[config.mk]
export PLATFORM = sky130hd
export DESIGN_NAME = fft_input_buffer
export DESIGN_NICKNAME = d
export VERILOG_FILES = /design/src/rtl/fft_pkg.sv /design/src/rtl/ping_pong_ram.sv /design/src/rtl/fft_input_buffer.sv
export SDC_FILE = /design/constraint.sdc
export NUM_CORES = 2
export LEC_CHECK = 0
export BUFFER_PORTS_ARGS = -buffer_cell sky130_fd_sc_hd__buf_2
export CAP_MARGIN = 25
export CORE_MARGIN = 5
export CORE_UTILIZATION = 45
export CTS_BUF_LIST = sky130_fd_sc_hd__clkbuf_8
export DETAILED_ROUTE_END_ITERATION = 8
export PLACE_DENSITY = 0.61
export SLEW_MARGIN = 20
export SYNTH_ARGS = -nofsm -noshare
export SYNTH_HDL_FRONTEND = slang
export SYNTH_SLANG_ARGS = --single-unit
[constraint.sdc]
create_clock -name clk -period 4.2 [get_ports clk]
set_input_delay 0 -clock clk [delete_from_list [all_inputs] [get_ports clk]]
set_output_delay 0 -clock clk [all_outputs]
set_load 0.02 [all_outputs]
[src/rtl/fft_pkg.sv]
// Shared sizes, read-FSM encoding and bit-reverse helper for the FFT input path.
package fft_pkg;

   localparam int unsigned N_POINTS     = 16;
   localparam int unsigned LOG2N        = 4;
   localparam int unsigned DATA_W       = 24;
   localparam int          BITREV_MAX_W = 10;

   typedef enum logic [1:0] {
      ST_IDLE = 2'd0,
      ST_LOAD = 2'd1,
      ST_SEND = 2'd2
   } rd_state_e;

   // Reverses the low w bits of v; w may be anything up to BITREV_MAX_W.
   function automatic logic [BITREV_MAX_W-1:0] bitrev(input logic [BITREV_MAX_W-1:0] v,
                                                       input int unsigned w);
      logic [BITREV_MAX_W-1:0] r;
      for (int i = 0; i < BITREV_MAX_W; i++) r[i] = v[BITREV_MAX_W-1-i];
      return r >> (BITREV_MAX_W - w);
   endfunction

endpackage

[src/rtl/ping_pong_ram.sv]
// Two-bank sample store: one write port, one registered read port, bank = address MSB.
module ping_pong_ram #(
   parameter int unsigned ADDR_W = 5,
   parameter int unsigned WORD_W = 48
) (
   input  logic              clk,
   input  logic              we,
   input  logic [ADDR_W-1:0] waddr,
   input  logic [WORD_W-1:0] wdata,
   input  logic [ADDR_W-1:0] raddr,
   output logic [WORD_W-1:0] rdata
);

   localparam int unsigned DEPTH = 1 << ADDR_W;

   logic [WORD_W-1:0] mem_q [DEPTH];
   logic [WORD_W-1:0] rdata_q;

   // No reset here so the array and read register map onto block RAM.
   always_ff @(posedge clk) begin
      if (we) mem_q[waddr] <= wdata;
      rdata_q <= mem_q[raddr];
   end

   assign rdata = rdata_q;

endmodule

[src/rtl/fft_input_buffer.sv]
// Collects frames into a ping-pong store at bit-reversed addresses and streams each
// completed frame to the FFT core over valid/ready.
module fft_input_buffer #(
   parameter int unsigned N_POINTS = fft_pkg::N_POINTS,
   parameter int unsigned LOG2N    = fft_pkg::LOG2N,
   parameter int unsigned DATA_W   = fft_pkg::DATA_W
) (
   input  logic              clk,
   input  logic              rst_n,
   input  logic [DATA_W-1:0] in_re,
   input  logic [DATA_W-1:0] in_im,
   input  logic              in_en,
   output logic [DATA_W-1:0] out_re,
   output logic [DATA_W-1:0] out_im,
   output logic              out_valid,
   input  logic              out_ready,
   output logic [LOG2N-1:0]  out_idx,
   output logic              out_last,
   output logic              overflow_o
);
   import fft_pkg::*;

   localparam int unsigned      WORD_W   = 2 * DATA_W;
   localparam int unsigned      ADDR_W   = LOG2N + 1;
   localparam logic [LOG2N-1:0] LAST_PTR = LOG2N'(N_POINTS - 1);

   logic [LOG2N-1:0]  wr_ptr_q, wr_ptr_d, rd_ptr_q, rd_ptr_d;
   logic              wr_bank_q, wr_bank_d, rd_bank_q, rd_bank_d;
   logic [1:0]        full_q, full_d;
   rd_state_e         state_q, state_d;
   logic [DATA_W-1:0] out_re_q, out_re_d, out_im_q, out_im_d;
   logic [LOG2N-1:0]  out_idx_q, out_idx_d;
   logic              out_valid_q, out_valid_d, out_last_q, out_last_d;
   logic              overflow_q, overflow_d;
   logic              wr_accept_c, wr_done_c, rd_done_c;
   logic [ADDR_W-1:0] waddr_c, raddr_c;
   logic [WORD_W-1:0] rdata;

   function automatic logic [LOG2N-1:0] rev(input logic [LOG2N-1:0] v);
      return LOG2N'(bitrev(BITREV_MAX_W'(v), LOG2N));
   endfunction

   // Write side: a full target bank drops the sample and flags overflow.
   always_comb begin
      wr_ptr_d    = wr_ptr_q;
      wr_bank_d   = wr_bank_q;
      wr_accept_c = in_en & ~full_q[wr_bank_q];
      wr_done_c   = wr_accept_c & (wr_ptr_q == LAST_PTR);
      overflow_d  = in_en & full_q[wr_bank_q];
      waddr_c     = {wr_bank_q, rev(wr_ptr_q)};
      if (wr_done_c) begin
         wr_ptr_d  = '0;
         wr_bank_d = ~wr_bank_q;
      end else if (wr_accept_c) begin
         wr_ptr_d = wr_ptr_q + LOG2N'(1);
      end
   end

   // Read FSM; the RAM is always addressed one word ahead of what out_* will show.
   always_comb begin
      state_d     = state_q;
      rd_ptr_d    = rd_ptr_q;
      rd_bank_d   = rd_bank_q;
      out_re_d    = out_re_q;
      out_im_d    = out_im_q;
      out_idx_d   = out_idx_q;
      out_valid_d = out_valid_q;
      out_last_d  = out_last_q;
      rd_done_c   = 1'b0;
      case (state_q)
         ST_IDLE: begin
            if (full_q[rd_bank_q]) state_d = ST_LOAD;
         end
         ST_LOAD: begin
            rd_ptr_d    = '0;
            out_re_d    = rdata[WORD_W-1:DATA_W];
            out_im_d    = rdata[DATA_W-1:0];
            out_idx_d   = rev('0);
            out_valid_d = 1'b1;
            out_last_d  = (LAST_PTR == '0);
            state_d     = ST_SEND;
         end
         ST_SEND: begin
            if (out_ready) begin
               if (rd_ptr_q != LAST_PTR) begin
                  rd_ptr_d   = rd_ptr_q + LOG2N'(1);
                  out_re_d   = rdata[WORD_W-1:DATA_W];
                  out_im_d   = rdata[DATA_W-1:0];
                  out_idx_d  = rev(rd_ptr_d);
                  out_last_d = (rd_ptr_d == LAST_PTR);
               end else begin
                  rd_done_c   = 1'b1;
                  rd_bank_d   = ~rd_bank_q;
                  rd_ptr_d    = '0;
                  out_valid_d = 1'b0;
                  out_last_d  = 1'b0;
                  state_d     = ST_IDLE;
               end
            end
         end
         default: state_d = ST_IDLE;
      endcase
      if (state_q == ST_IDLE) raddr_c = {rd_bank_q, {LOG2N{1'b0}}};
      else                    raddr_c = {rd_bank_q, rd_ptr_d + LOG2N'(1)};
   end

   // Frame completion and drain completion always address different banks.
   always_comb begin
      full_d = full_q;
      if (wr_done_c) full_d[wr_bank_q] = 1'b1;
      if (rd_done_c) full_d[rd_bank_q] = 1'b0;
   end

   always_ff @(posedge clk or negedge rst_n) begin
      if (!rst_n) begin
         wr_ptr_q    <= '0;
         wr_bank_q   <= 1'b0;
         rd_ptr_q    <= '0;
         rd_bank_q   <= 1'b0;
         full_q      <= '0;
         state_q     <= ST_IDLE;
         out_re_q    <= '0;
         out_im_q    <= '0;
         out_idx_q   <= '0;
         out_valid_q <= 1'b0;
         out_last_q  <= 1'b0;
         overflow_q  <= 1'b0;
      end else begin
         wr_ptr_q    <= wr_ptr_d;
         wr_bank_q   <= wr_bank_d;
         rd_ptr_q    <= rd_ptr_d;
         rd_bank_q   <= rd_bank_d;
         full_q      <= full_d;
         state_q     <= state_d;
         out_re_q    <= out_re_d;
         out_im_q    <= out_im_d;
         out_idx_q   <= out_idx_d;
         out_valid_q <= out_valid_d;
         out_last_q  <= out_last_d;
         overflow_q  <= overflow_d;
      end
   end

   ping_pong_ram #(
      .ADDR_W (ADDR_W),
      .WORD_W (WORD_W)
   ) u_ram (
      .clk   (clk),
      .we    (wr_accept_c),
      .waddr (waddr_c),
      .wdata ({in_re, in_im}),
      .raddr (raddr_c),
      .rdata (rdata)
   );

   assign out_re     = out_re_q;
   assign out_im     = out_im_q;
   assign out_idx    = out_idx_q;
   assign out_valid  = out_valid_q;
   assign out_last   = out_last_q;
   assign overflow_o = overflow_q;

endmodule

==> metrics.log <==
[metrics] critical path arrival: roughly 4.7 ns
[metrics] switching share of total power: between 30% and 40%
[metrics] worst hold start: in_re[5]
[metrics] share of the clock period used by the worst path: around 93%
[metrics] GP Congestion: 0.789
[metrics] cell count after synthesis: 4455
[metrics] Min-Delay Endpoint: u_ram.mem_q[9][29]$_DFFE_PP_
[metrics] final hold viol count: 0
[metrics] Syn Std Cell Area: between 0.06 and 0.07 mm²
[metrics] via count: approximately 41000
[metrics] Avg Synthesized Cell Area: ~14 µm²
[metrics] clock power share: 27.1%
[metrics] Num CTS Buffers: 281
[metrics] HPWL Detailed: between 90 and 100 mm
[metrics] H-tree levels: 5
[metrics] Final #Nets: 4804
[metrics] maximum ir drop on the vdd rail: roughly 0.87 mV
[metrics] worst rel slew slack: ~33%
[metrics] maximum capacitance violations: 0
[metrics] CTS clock-pin slew for the worst setup and hold paths: approximately 0.060 ns
[metrics] CP Capture Type: flip-flop
[metrics] root cell of the clock tree: sky130_fd_sc_hd__clkbuf_8
[metrics] port bufs: approximately 110
[metrics] relative contribution of sequential cells to total power: 41.9%
[metrics] number of storage elements in the synthesis netlist: about 1700
[metrics] gr usage total: between 20% and 30%
[metrics] insertion delay to the later sink of the worst-skew pair: 1.00 ns
[metrics] die area: around 0.15 mm²
[metrics] share of flip-flops with an asynchronous set or reset after synthesis: between 4 and 5%
[metrics] CTS tree: built
[metrics] remaining antenna violation count: 0
[metrics] initial antenna violation count: 6
[metrics] worst hold path stage count: 2
[metrics] vertical extent of the die: just under 400 µm
[metrics] sequential cell area fraction in the yosys report: roughly 76%
[metrics] net count after synthesis: 4514
[metrics] final slew viol count: 0
[metrics] ratio of routed vias to standard cells: about 6
[metrics] number of global-route vias before repair: 40000
[metrics] static leakage power: approximately 25 nW
[metrics] setup repair after global routing missed its margin: false
[metrics] pin count of the biggest net entering global routing: between 100 and 150
[metrics] DRC marker count from the first detailed-route iteration: between 4000 and 5000
[metrics] Final Skew: 0.0722 ns
[metrics] design area: 0.0739 mm²
[metrics] average routed wire per standard cell: around 28 µm
[metrics] post-synth cell types: just over 50
[metrics] setup TNS: 0 ns
[metrics] reg-to-reg startpoint: rd_ptr_q[0]$_DFF_PN0_
[metrics] placeable core region: approximately 0.14 mm²
[metrics] standard-cell row count: around 140
[metrics] Worst Reg2Reg Path Length in Cells: 13
[metrics] highest net fanout along the worst path: 28
[metrics] area grow syn2layout: 14.8%
[metrics] post-CTS repair timing setup buffer count: 0
[metrics] number of enable flip-flop cells after synthesis: roughly 1500
[metrics] fraction of final layout cells with drive strength greater than 1: 13.2%
[metrics] total power divided by cell area: approximately 640 mW/mm²
[metrics] number of warnings printed during yosys synthesis: 0
[metrics] Gate power share: between 30% and 40%
[metrics] final critical-path required period: 3.89 ns
[metrics] drc violations: 0
[metrics] reg2reg setup slack: approximately 0.31 ns
[metrics] classification of the worst-slack hold path: in -> reg
[metrics] Detailed Routing Iterations Pass 1: 7
[metrics] num ports: about 110
[metrics] switching component of the power: roughly 17 mW
[metrics] Internal Pwr Total: a little over 30 mW
[metrics] total wire length after detailed routing: about 190 mm
[metrics] wire length of the first global-routing pass: between 200 and 300 mm
[metrics] cell area after placement: around 0.07 mm²
[metrics] r2r endpoint: u_ram.rdata[34]$_DFF_P_
[metrics] Max Clk Rate: 257 MHz
[metrics] kind of start point of the critical path: flip-flop
[metrics] Tightest Pin Transition: between 0.9 and 1 ns
[metrics] maximum clock path buffer count: 4
[metrics] setup-violating endpoint count in the final report: 0
[metrics] Crit Path Class: reg -> reg
[metrics] prevailing post-synth register cell: sky130_fd_sc_hd__edfxtp_1
[metrics] required time of the worst setup path: a little over 5 ns
[metrics] Starting Density: between 40% and 50%
[metrics] Horiz. Die Dim: slightly below 400 µm
[metrics] grt total ovfl: 0
[metrics] status: finished clean
[metrics] clock sinks: 1653
## state kept, by name (all words and copies together), names as in the netlist
register / count
u_ram.rdata: 48
out_re: 24
rd_bank_q: 1
out_idx: 4
rd_ptr_q: 4
out_im: 24
overflow_o: 1
out_last: 1
u_ram.mem_q: 1536
wr_bank_q: 1
full_q: 2
out_valid: 1
wr_ptr_q: 4
state_q: 2
## cell usage in the layout, fill, tap and decap left out, types with 4 or more instances in the layout
master and n:
sky130_fd_sc_hd__edfxtp_1 1536, sky130_fd_sc_hd__nand2_1 839, sky130_fd_sc_hd__a211oi_1 481, sky130_fd_sc_hd__a21oi_1 386, sky130_fd_sc_hd__clkbuf_8 298, sky130_fd_sc_hd__and3_1 194
sky130_fd_sc_hd__inv_1 134, sky130_fd_sc_hd__buf_4 108, sky130_fd_sc_hd__buf_2 105, sky130_fd_sc_hd__nand3_1 99, sky130_fd_sc_hd__mux2i_1 98, sky130_fd_sc_hd__a22oi_1 97
sky130_fd_sc_hd__a311oi_1 96, sky130_fd_sc_hd__dlygate4sd3_1 70, sky130_fd_sc_hd__dfrtp_1 69, sky130_fd_sc_hd__buf_12 69, sky130_fd_sc_hd__dfxtp_1 48, sky130_fd_sc_hd__nor4_1 47
sky130_fd_sc_hd__clkinv_1 36, sky130_fd_sc_hd__nor2_4 33, sky130_fd_sc_hd__clkinv_2 11, sky130_fd_sc_hd__nor2_1 9, sky130_fd_sc_hd__o21ai_0 9, sky130_fd_sc_hd__ha_1 7
sky130_fd_sc_hd__diode_2 6, sky130_fd_sc_hd__clkinvlp_4 6, sky130_fd_sc_hd__xnor2_1 5, sky130_fd_sc_hd__nand3b_1 4
## synth_stat cells (2+ instances only)
master                     number  area share, %
sky130_fd_sc_hd__dfxtp_1       48            1.5
sky130_fd_sc_hd__nand2b_1       3          0.029
sky130_fd_sc_hd__buf_6         13           0.23
sky130_fd_sc_hd__edfxtp_1    1536             72
sky130_fd_sc_hd__inv_1          6          0.035
sky130_fd_sc_hd__nand3b_1       4          0.047
sky130_fd_sc_hd__a21o_1         2          0.023
sky130_fd_sc_hd__or2_2          3          0.029
sky130_fd_sc_hd__xnor2_1        5          0.068
sky130_fd_sc_hd__buf_2         70           0.54
sky130_fd_sc_hd__nand4b_1       2          0.027
sky130_fd_sc_hd__a311oi_1      96            1.3
sky130_fd_sc_hd__and2_1         2          0.019
sky130_fd_sc_hd__and3_1       194            1.9
sky130_fd_sc_hd__nand3_1      100           0.78
sky130_fd_sc_hd__nor2b_1        4          0.039
sky130_fd_sc_hd__buf_1          9          0.052
sky130_fd_sc_hd__nor2_1        41           0.24
sky130_fd_sc_hd__o21ai_0       10          0.078
sky130_fd_sc_hd__a22oi_1       97            1.1
sky130_fd_sc_hd__nor4_1        47           0.46
sky130_fd_sc_hd__clkbuf_1     232            1.4
sky130_fd_sc_hd__a31oi_1        3          0.029
sky130_fd_sc_hd__a21boi_0       2          0.023
sky130_fd_sc_hd__buf_4         22           0.26
sky130_fd_sc_hd__nand2_1      840            4.9
sky130_fd_sc_hd__a21oi_1      386            3.0
sky130_fd_sc_hd__or3_1          4          0.039
sky130_fd_sc_hd__mux2i_1       98            1.5
sky130_fd_sc_hd__ha_1           7           0.14
sky130_fd_sc_hd__dfrtp_1       69            2.7
sky130_fd_sc_hd__a211oi_1     481            5.6
## kinds of logic (layout without fill, tap and decap cells)
group / after synthesis / count (layout) / share of synthesized area, %
flip-flops: 1653 / 1653 / 75.8
AND/OR/NAND/NOR: 1253 / 1253 / 8.66
AO/OA/AOI/OAI: 1085 / 1085 / 11.3
buffers and inverters: 353 / 843 / 2.48
multiplexers: 99 / 99 / 1.54
adder cells (fa/ha/maj): 7 / 7 / 0.136
XOR/XNOR: 5 / 5 / 0.0680
other: 0 / 6 / 0
## critical path, stage by stage, from the launching register on
cell and delay [ns]:
sky130_fd_sc_hd__dfrtp_1 0.55, sky130_fd_sc_hd__ha_1 0.33, sky130_fd_sc_hd__and3_4 0.26, sky130_fd_sc_hd__nor4b_4 0.08, sky130_fd_sc_hd__nor2_4 0.30, sky130_fd_sc_hd__inv_16 0.07
sky130_fd_sc_hd__ha_1 0.34, sky130_fd_sc_hd__nor2b_4 0.24, sky130_fd_sc_hd__buf_12 0.25, sky130_fd_sc_hd__buf_4 0.35, sky130_fd_sc_hd__a21oi_1 0.07, sky130_fd_sc_hd__a22oi_1 0.40
sky130_fd_sc_hd__a211oi_1 0.15, sky130_fd_sc_hd__nor4_1 0.31
## timing repair
action                                  CTS  global route
resized for setup                         0             0
endpoints found under the hold margin  1625             0
hold buffers                             71             0
## how the worst max path moves through the flow
stage | to | slack, ns | cells after the start | startpoint
floorplan | u_ram.mem_q[30][0]$_DFFE_PP_ | 0.38 | 6 | wr_bank_q$_DFFE_PN0P_
CTS | u_ram.rdata[36]$_DFF_P_ | 0.40 | 14 | rd_ptr_q[0]$_DFF_PN0_
global placement | u_ram.rdata[10]$_DFF_P_ | 0.55 | 14 | rd_ptr_q[0]$_DFF_PN0_
global route | u_ram.rdata[34]$_DFF_P_ | 0.19 | 13 | rd_ptr_q[0]$_DFF_PN0_
finish | u_ram.rdata[34]$_DFF_P_ | 0.31 | 13 | rd_ptr_q[0]$_DFF_PN0_
detailed placement | u_ram.rdata[34]$_DFF_P_ | 0.44 | 13 | rd_ptr_q[0]$_DFF_PN0_
## power groups by stage
stage	combinational [mW]	clock, mW	sequential [mW]
after floorplan	9.02	0	20.3
after global placement	14.4	0	20.2
after detailed placement	14.5	0	20.2
after CTS	14.7	13.1	19.9
after global routing	15.9	13.9	19.9
final	14.7	12.8	19.9
## cell type report
class,instances,area [µm²]
fillers,11800,68000
flip-flops and latches,1653,48800
multi-input cells,2449,14300
clock buffers,298,4100
repair buffers,353,3450
well taps,1890,2360
clock inverters,185,815
inverters,7,42.5
diodes,6,15.0
## per-stage QoR
step | total power, mW | hold WS, ns | setup WS (ns) | cells | utilization, %
final | 47.4 | 0.0934 | 0.313 | 6841 | 52.1
after global placement | 34.5 | 0.129 | 0.547 | 6281 | 48.1
after global routing | 49.8 | 0.0678 | 0.190 | 6836 | 52.1
after CTS | 47.6 | 0.00280 | 0.404 | 6835 | 52.1
after floorplan | 29.3 | -0.296 | 0.380 | 4455 | -
after detailed placement | 34.7 | 0.133 | 0.440 | 6281 | 48.1
## routing by layer
metal | part of all wire (%) | GRT usage (%)
met1 | 42 | 35.2
met2 | 46 | 37.9
met3 | 9.5 | 5.40
met5 | 0 | 0
met4 | 2.5 | 7.24
(Power assumes the default switching activity.)
